File: src/rtl/mem_arbiter_pkg.sv
// Shared types, widths and memory-mode constants for the mem_arbiter block.
// MEM_ARB_ALIGN_CHECK_EN (in the top) enables rejection of misaligned data accesses.
`ifndef ADDR_WIDTH
`define ADDR_WIDTH 32
`endif
`ifndef WORD_WIDTH
`define WORD_WIDTH 32
`endif

package mem_arbiter_pkg;

  localparam int DEF_ADDR_WIDTH = `ADDR_WIDTH;
  localparam int DEF_WORD_WIDTH = `WORD_WIDTH;

  localparam logic [1:0] BYTE     = 2'b00;
  localparam logic [1:0] HALFWORD = 2'b01;
  localparam logic [1:0] WORD     = 2'b10;

  typedef enum logic [1:0] {IDLE, ISSUE, RESP} mem_arb_state_t;
  typedef enum logic {OWNER_IF, OWNER_D} mem_arb_owner_t;

  // Unit 11 has no defined memory mode, so it is always treated as misaligned.
  function automatic logic misaligned(input logic [1:0] unit, input logic [1:0] low);
    case (unit)
      BYTE:     return 1'b0;
      HALFWORD: return low[0];
      WORD:     return (low != 2'b00);
      default:  return 1'b1;
    endcase
  endfunction

endpackage

File: src/rtl/mem_arb_rr.sv
// Two-way round-robin picker: a lone requester wins, on contention the
// requester that was not granted last wins. Purely combinational.
module mem_arb_rr
  import mem_arbiter_pkg::*;
(
  input  logic [1:0]     req,   // bit 0 fetch, bit 1 data
  input  mem_arb_owner_t last,
  output logic [1:0]     pick
);

  always_comb begin
    pick = req;
    if (req == 2'b11) begin
      pick = (last == OWNER_IF) ? 2'b10 : 2'b01;
    end
  end

endmodule

File: src/rtl/mem_arbiter.sv
// Shares one synchronous memory port between fetch and load/store, one access per 2 cycles.
// Optional macro MEM_ARB_ALIGN_CHECK_EN rejects misaligned data accesses with d_err.
module mem_arbiter
  import mem_arbiter_pkg::*;
#(
  parameter int ADDR_WIDTH = DEF_ADDR_WIDTH,
  parameter int WORD_WIDTH = DEF_WORD_WIDTH
) (
  input  logic                  clk,
  input  logic                  rst_n,
  input  logic                  if_req,
  input  logic [ADDR_WIDTH-1:0] if_addr,
  output logic                  if_gnt,
  output logic                  if_rvalid,
  output logic [WORD_WIDTH-1:0] if_rdata,
  input  logic                  d_req,
  input  logic                  d_we,
  input  logic [1:0]            d_unit,
  input  logic [ADDR_WIDTH-1:0] d_addr,
  input  logic [WORD_WIDTH-1:0] d_wdata,
  output logic                  d_gnt,
  output logic                  d_rvalid,
  output logic [WORD_WIDTH-1:0] d_rdata,
  output logic                  d_err,
  output logic                  mem_read,
  output logic                  mem_write,
  output logic [1:0]            mem_unit,
  output logic [ADDR_WIDTH-1:0] mem_addr,
  output logic [WORD_WIDTH-1:0] mem_wdata,
  input  logic [WORD_WIDTH-1:0] mem_rdata,
  output mem_arb_state_t        fsm_state
);

  mem_arb_state_t state, state_next;
  mem_arb_owner_t last_q, owner_q;
  logic           we_q, err_q;
  logic           can_grant, grant, req_illegal;
  logic [1:0]     pick;

  mem_arb_rr u_rr (
    .req  ({d_req, if_req}),
    .last (last_q),
    .pick (pick)
  );

  // Handshake: a requester holds req and its fields stable-or-updated until the
  // cycle its gnt is high; that cycle's fields are captured and the request is done.
  // The response returns as a one-cycle rvalid pulse two cycles after the grant.
  assign can_grant = rst_n && ((state == IDLE) || (state == RESP));
  assign if_gnt    = can_grant & pick[0];
  assign d_gnt     = can_grant & pick[1];
  assign grant     = if_gnt | d_gnt;

`ifdef MEM_ARB_ALIGN_CHECK_EN
  assign req_illegal = misaligned(d_unit, d_addr[1:0]);
  assign d_err       = d_rvalid & err_q;
`else
  assign req_illegal = 1'b0;
  assign d_err       = 1'b0;
`endif

  always_comb begin
    state_next = state;
    case (state)
      IDLE:    if (grant) state_next = ISSUE;
      ISSUE:   state_next = RESP;
      RESP:    state_next = grant ? ISSUE : IDLE;
      default: state_next = IDLE;
    endcase
  end

  // The memory command registers double as the command register: they load only
  // on a grant, so address/unit/data hold their last values outside ISSUE.
  always_ff @(posedge clk or negedge rst_n) begin
    if (!rst_n) begin
      state     <= IDLE;
      last_q    <= OWNER_IF;
      owner_q   <= OWNER_IF;
      we_q      <= 1'b0;
      err_q     <= 1'b0;
      mem_read  <= 1'b0;
      mem_write <= 1'b0;
      mem_unit  <= BYTE;
      mem_addr  <= '0;
      mem_wdata <= '0;
    end else begin
      state     <= state_next;
      mem_read  <= 1'b0;
      mem_write <= 1'b0;
      if (d_gnt) begin
        owner_q   <= OWNER_D;
        last_q    <= OWNER_D;
        we_q      <= d_we;
        err_q     <= req_illegal;
        mem_read  <= ~d_we & ~req_illegal;
        mem_write <= d_we & ~req_illegal;
        mem_unit  <= d_unit;
        mem_addr  <= d_addr;
        mem_wdata <= d_wdata;
      end else if (if_gnt) begin
        owner_q   <= OWNER_IF;
        last_q    <= OWNER_IF;
        we_q      <= 1'b0;
        err_q     <= 1'b0;
        mem_read  <= 1'b1;
        mem_unit  <= WORD;
        mem_addr  <= if_addr;
      end
    end
  end

  assign if_rvalid = (state == RESP) && (owner_q == OWNER_IF);
  assign d_rvalid  = (state == RESP) && (owner_q == OWNER_D);
  assign if_rdata  = if_rvalid ? mem_rdata : '0;
  assign d_rdata   = (d_rvalid && !we_q && !err_q) ? mem_rdata : '0;
  assign fsm_state = state;

endmodule
File: config.mk
export PLATFORM = sky130hd
export DESIGN_NAME = mem_arbiter
export DESIGN_NICKNAME = d
export VERILOG_FILES = /design/src/rtl/mem_arbiter_pkg.sv /design/src/rtl/mem_arb_rr.sv /design/src/rtl/mem_arbiter.sv
export SDC_FILE = /design/constraint.sdc
export NUM_CORES = 1
export LEC_CHECK = 0
export CAP_MARGIN = 15
export CORE_AREA = 2 2 114 116
export CTS_BUF_LIST = sky130_fd_sc_hd__clkbuf_16
export DETAILED_ROUTE_END_ITERATION = 8
export DIE_AREA = 0 0 116 118
export DONT_BUFFER_PORTS = 1
export MAX_ROUTING_LAYER = met4
export PLACE_DENSITY = 0.51
export SYNTH_ARGS = -nofsm -noshare
export SYNTH_HDL_FRONTEND = slang
export SYNTH_SLANG_ARGS = --single-unit
File: constraint.sdc
create_clock -name clk -period 2.1 [get_ports clk]
set_input_delay 0.63 -clock clk [delete_from_list [all_inputs] [get_ports clk]]
set_output_delay 0.63 -clock clk [all_outputs]
set_load 0.005 [all_outputs]
==> Word-level counts from Yosys, hierarchy flattened <==
Index checks and enable logic that the tools add are counted.
{ "word_totals": {"word_cells": 46, "out_inout_bits": 139, "regBits": 73, "in_bits": 135} }
{ "op_classes": {"eq_ne": 4, "mux": 18, "reduce_logical": 10, "bitwise_logic": 5} }
{ "op_table": {"columns": ["op", "n"], "rows": [
  ["$mux 32", 4],
  ["$mux 2", 5],
  ["$mux 1", 8],
  ["$pmux 2 s3", 1],
  ["$logic_and 1x1->1", 5],
  ["$eq 2x2->1 const B", 2],
  ["$and 1x1->1", 2],
  ["$eq 2x1->1 const B", 1],
  ["$logic_not 1->1", 2],
  ["$logic_not 2->1", 1],
  ["$ne 2x2->1 const B", 1],
  ["$not 1->1", 2],
  ["$reduce_bool 2->1", 1],
  ["$logic_or 1x1->1", 1],
  ["$or 1x1->1", 1]
]} }

==> Depth between registers and ports, before layout <==
{ "logic_depth": {"word_depth": 7, "depth_mapped": 6} }

==> Hierarchy <==
From an unflattened synthesis, not the netlist that was laid out.
{ "unflattened": {"hier_cells": 272, "hier_area_um2": 3824.9} }
{ "by_module_without_submodules": {"columns": ["module", "area_each_um2", "instances", "cells_per_inst"], "rows": [
  ["mem_arbiter", 3806.2, 1, 269],
  ["mem_arb_rr", 18.8, 1, 3]
]} }

==> Least setup slack after synthesis <==
OpenSTA, ideal clock, no wires.
{ "synth_path": {"path_type": "input to output", "from": "in rst_n", "to": "out if_gnt", "path_slack_ns": 0.106, "arrival_ns": 1.364, "required_time_ns": 1.470, "n_path_buf": 2, "path_stages": 4, "path_cell_list": "nor2b_1 > buf_2 > clkbuf_1 > o211a_1"} }
{ "synth_between": {"elab_chain_cells": 2} }
{ "synth_rtl": {"columns": ["item", "line", "source"], "rows": [
  ["from (decl)", "mem_arbiter.sv:10", "input logic rst_n,"],
  ["$logic_and 1x1->1", "mem_arbiter.sv:49", "assign can_grant = rst_n && ((state == IDLE) || (state == RESP));"],
  ["$and 1x1->1", "mem_arbiter.sv:50", "assign if_gnt = can_grant & pick[0];"],
  ["to (decl)", "mem_arbiter.sv:13", "output logic if_gnt,"]
]} }
Every way passes these cells.

==> Worst setup path after layout <==
{ "layout_path": {"from": "reg owner_q", "to": "out if_rdata[13]"} }
{ "layout_between": {"elab_chain_cells": 3} }
{ "layout_rtl": {"columns": ["item", "line", "source"], "rows": [
  ["from (decl)", "mem_arbiter.sv:35", "mem_arb_owner_t last_q, owner_q;"],
  ["from (signal assigned)", "mem_arbiter.sv:78", "owner_q <= OWNER_IF;"],
  ["from (signal assigned)", "mem_arbiter.sv:91", "owner_q <= OWNER_D;"],
  ["from (signal assigned)", "mem_arbiter.sv:101", "owner_q <= OWNER_IF;"],
  ["$not 1->1", "mem_arbiter.sv:112", "assign if_rvalid = (state == RESP) && (owner_q == OWNER_IF);"],
  ["$logic_and 1x1->1", "mem_arbiter.sv:112", null],
  ["$mux 32", "mem_arbiter.sv:114", "assign if_rdata = if_rvalid ? mem_rdata : '0;"],
  ["to (decl)", "mem_arbiter.sv:15", "output logic [WORD_WIDTH-1:0] if_rdata,"]
]} }
Every way passes these cells.

==> results.tsv <==
metric	value	unit
status	finished with violations	
failing checks	negative hold slack, negative setup slack	
Routed wire per std cell	22.0	um
startpoint types	flip-flop	
largest net degree at the start of global routing	75	
Seq/Total Area, Yosys	0.488	
TritonCTS clock tree	built	
Crit Path Max Fanout	8	
Final Hold Vio Count	31	
GP Congestion	0.784	
Clock power frac	0.380	
antenna-violating nets left	0	
Clock Sinks	72	
Post-synth EDFFs	0	
Layout Area Growth over Synthesis	19.4	%
Reg2Reg Depth	6	
Die Wd	116	um
# diodes	0	
Synth top area share	0.488	
Routed WL	11600	um
IO buf count	0	
P_sw	1130	uW
Core Footprint	12400	um^2
ys async rst share	1.00	
Worst-Margin Slew	0.984	ns
via/cell ratio	5.40	
vias in the first global route	2854	
hold_ws	-0.00781	ns
drt drc	0	
total placed cells including tap cells	505	
footprint of the multi-input gates	1710	um^2
initial antenna violation count	0	
final cell count without fillers	528	
Reg clk slew, reported paths	0.06	ns
Max clock buf depth	2	
Syn Area/Cell	10.5	um^2
1st-iter DRT viols	97	
Initial DRT Pass Iterations	4	
max cap viols	0	
Top Ports	274	
synthesized flop and latch total	72	
H-tree depth	3	
share of layout cells above drive strength 1	0.306	
combinational fraction of design power	0.162	
type of the worst setup path	flip-flop to output port	
Reg area	1800	um^2
part of the power in registers	0.458	
Main synth FF type	dfrtp_1	
Tot Pwr	4220	uW
period utilisation layout	1.02	
Fmax	467	MHz
critical path arrival	1.51	ns
Tmin final	2.14	ns
Mapped Nets	487	
Gate Count Post-Synth	352	
row count	41	
slew margin rel.	0.337	
Pleak	0.00193	uW
Yosys warning count	0	
total track usage	0.167	
RSZ-0062 raised after global routing	true	
most frequent cell after synthesis	dfrtp_1	
Clock Skew	0.00395	ns
Nets	487	
Pins Over Slew Limit	0	
CTS Root Cell	clkbuf_16	
Net Sw Frac	0.268	
Area contributors post-synth	dfrtp_1 49%, and2_1 11%, mux2_2 7.6%	
endpoints failing setup	32	
internal power	3090	uW
first-pass GRT wire length	16600	um
clk_lat worst skew	0.33	ns
Starting Density	0.297	
VDD IR max	0.364	mV
Worst Path Required	1.47	ns
FILL cells	1245	
commonest cells in the synthesized netlist	72 x dfrtp_1, 65 x and2_1, 35 x inv_1	
Die Ht	118	um
synthesized cell area	3690	um^2
leading area contributor after synthesis	dfrtp_1	
Post-DP HPWL	7960	um
Cell variety after synth	26	
GR Overflow Total	0	
Die ar.	13700	um^2
worst min path class	input pin to asynchronous set/reset pin	
P per Cell Area	957	nW/um^2
final worst slack	-0.0393	ns
Critical Path Sink Type	output port	
total vias in the final route	2851	
Num CTS Buffers	9	
[cell type report]
class / count / area share
sequential: 72 / 0.409
multi-input combinational: 212 / 0.388
timing repair buffer: 22 / 0.0540
clock buffer: 9 / 0.0511
tap: 172 / 0.0489
inverter: 35 / 0.0298
clock inverter: 6 / 0.0193
[what timing repair did]
action | in CTS | in global routing
cloned | 3 | 3
setup buffers | 2 | 0
resized for setup | 21 | 33
setup endpoints to repair | 66 | 66
endpoints found under the hold margin | 72 | 72
pin swaps | 8 | 22
[routing by layer]
| metal | global-route usage | part of all wire | vias up |
|---|---|---|---|
| met1 | 0.185 | 0.36 | 1427 |
| met2 | 0.288 | 0.55 | 170 |
| met5 | - | 0 | - |
| met4 | 0.0610 | 0.016 | 0 |
| met3 | 0.0396 | 0.071 | 16 |
| li1 | - | - | 1238 |
[path summary, 6_finish.rpt]
path | start | slack, ns | to
setup / recovery | owner_q | -0.04 | if_rdata[13]
hold / removal | rst_n | -0.008 | mem_addr[24]
setup reg to reg | owner_q | 0.33 | mem_wdata[23]
hold reg to reg | mem_wdata[1] | 0.54 | mem_wdata[1]
max in group asynchronous | rst_n | 1.98 | mem_wdata[26]
min in group clk | d_we | 0.38 | mem_read
[logic make-up (layout without fill, tap and decap cells)]
| logic type | after synthesis | in the layout | share of synthesized area |
|---|---|---|---|
| AO/OA/AOI/OAI | 103 | 103 | 0.199 |
| AND/OR/NAND/NOR | 74 | 76 | 0.128 |
| flip-flops | 72 | 72 | 0.488 |
| buffers and inverters | 70 | 72 | 0.0787 |
| multiplexers | 32 | 32 | 0.105 |
| other | 1 | 1 | 0.00102 |
[registers in the layout, indices dropped and copies added (netlist names)]
| name | flops |
|---|---|
| mem_wdata | 32 |
| mem_addr | 32 |
| we_q | 1 |
| owner_q | 1 |
| mem_read | 1 |
| mem_write | 1 |
| fsm_state | 2 |
| mem_unit | 2 |
[power by group through the flow]
stage          Clock [uW]  Sequential, uW  Combinational (uW)
2_1_floorplan           0            1870                 489
3_5_place_dp            0            1950                 588
5_1_grt              1720            1970                 757
4_1_cts              1660            1940                 662
3_3_place_gp            0            1960                 564
6_report             1600            1930                 684
[worst max-delay path: stages, from the launching register on]
cell	delay (ns)
dfrtp_2	0.42
buf_12	0.13
nor3b_4	0.28
buf_6	0.19
and2_4	0.15
[metrics by stage]
step	setup TNS, ns	hold WS, ns	instance area, um^2	utilization	worst slack [ns]
2_1_floorplan	0	0.334	3690	-	0.106
3_3_place_gp	0	0.336	3880	0.313	0.138
3_5_place_dp	0	0.336	3880	0.313	0.0611
4_1_cts	-0.668	-0.0241	4310	0.347	-0.0328
5_1_grt	-3.50	-0.0263	4400	0.355	-0.106
6_report	-1.01	-0.00781	4400	0.355	-0.0393
[layout by cell type (no fill, tap or decap), drive strengths merged, types with 2 or more instances in the layout]
cell and n:
a22o 2, inv 35, and2b 3, bufinv 2, clkinv 2, o21ai 33, dfrtp 72, clkbuf 9
nor2b 2, clkinvlp 2, o2111ai 32, mux2 32, buf 21, and2 65, o211ai 32
No activity file was read; power rests on OpenSTA's default activity.
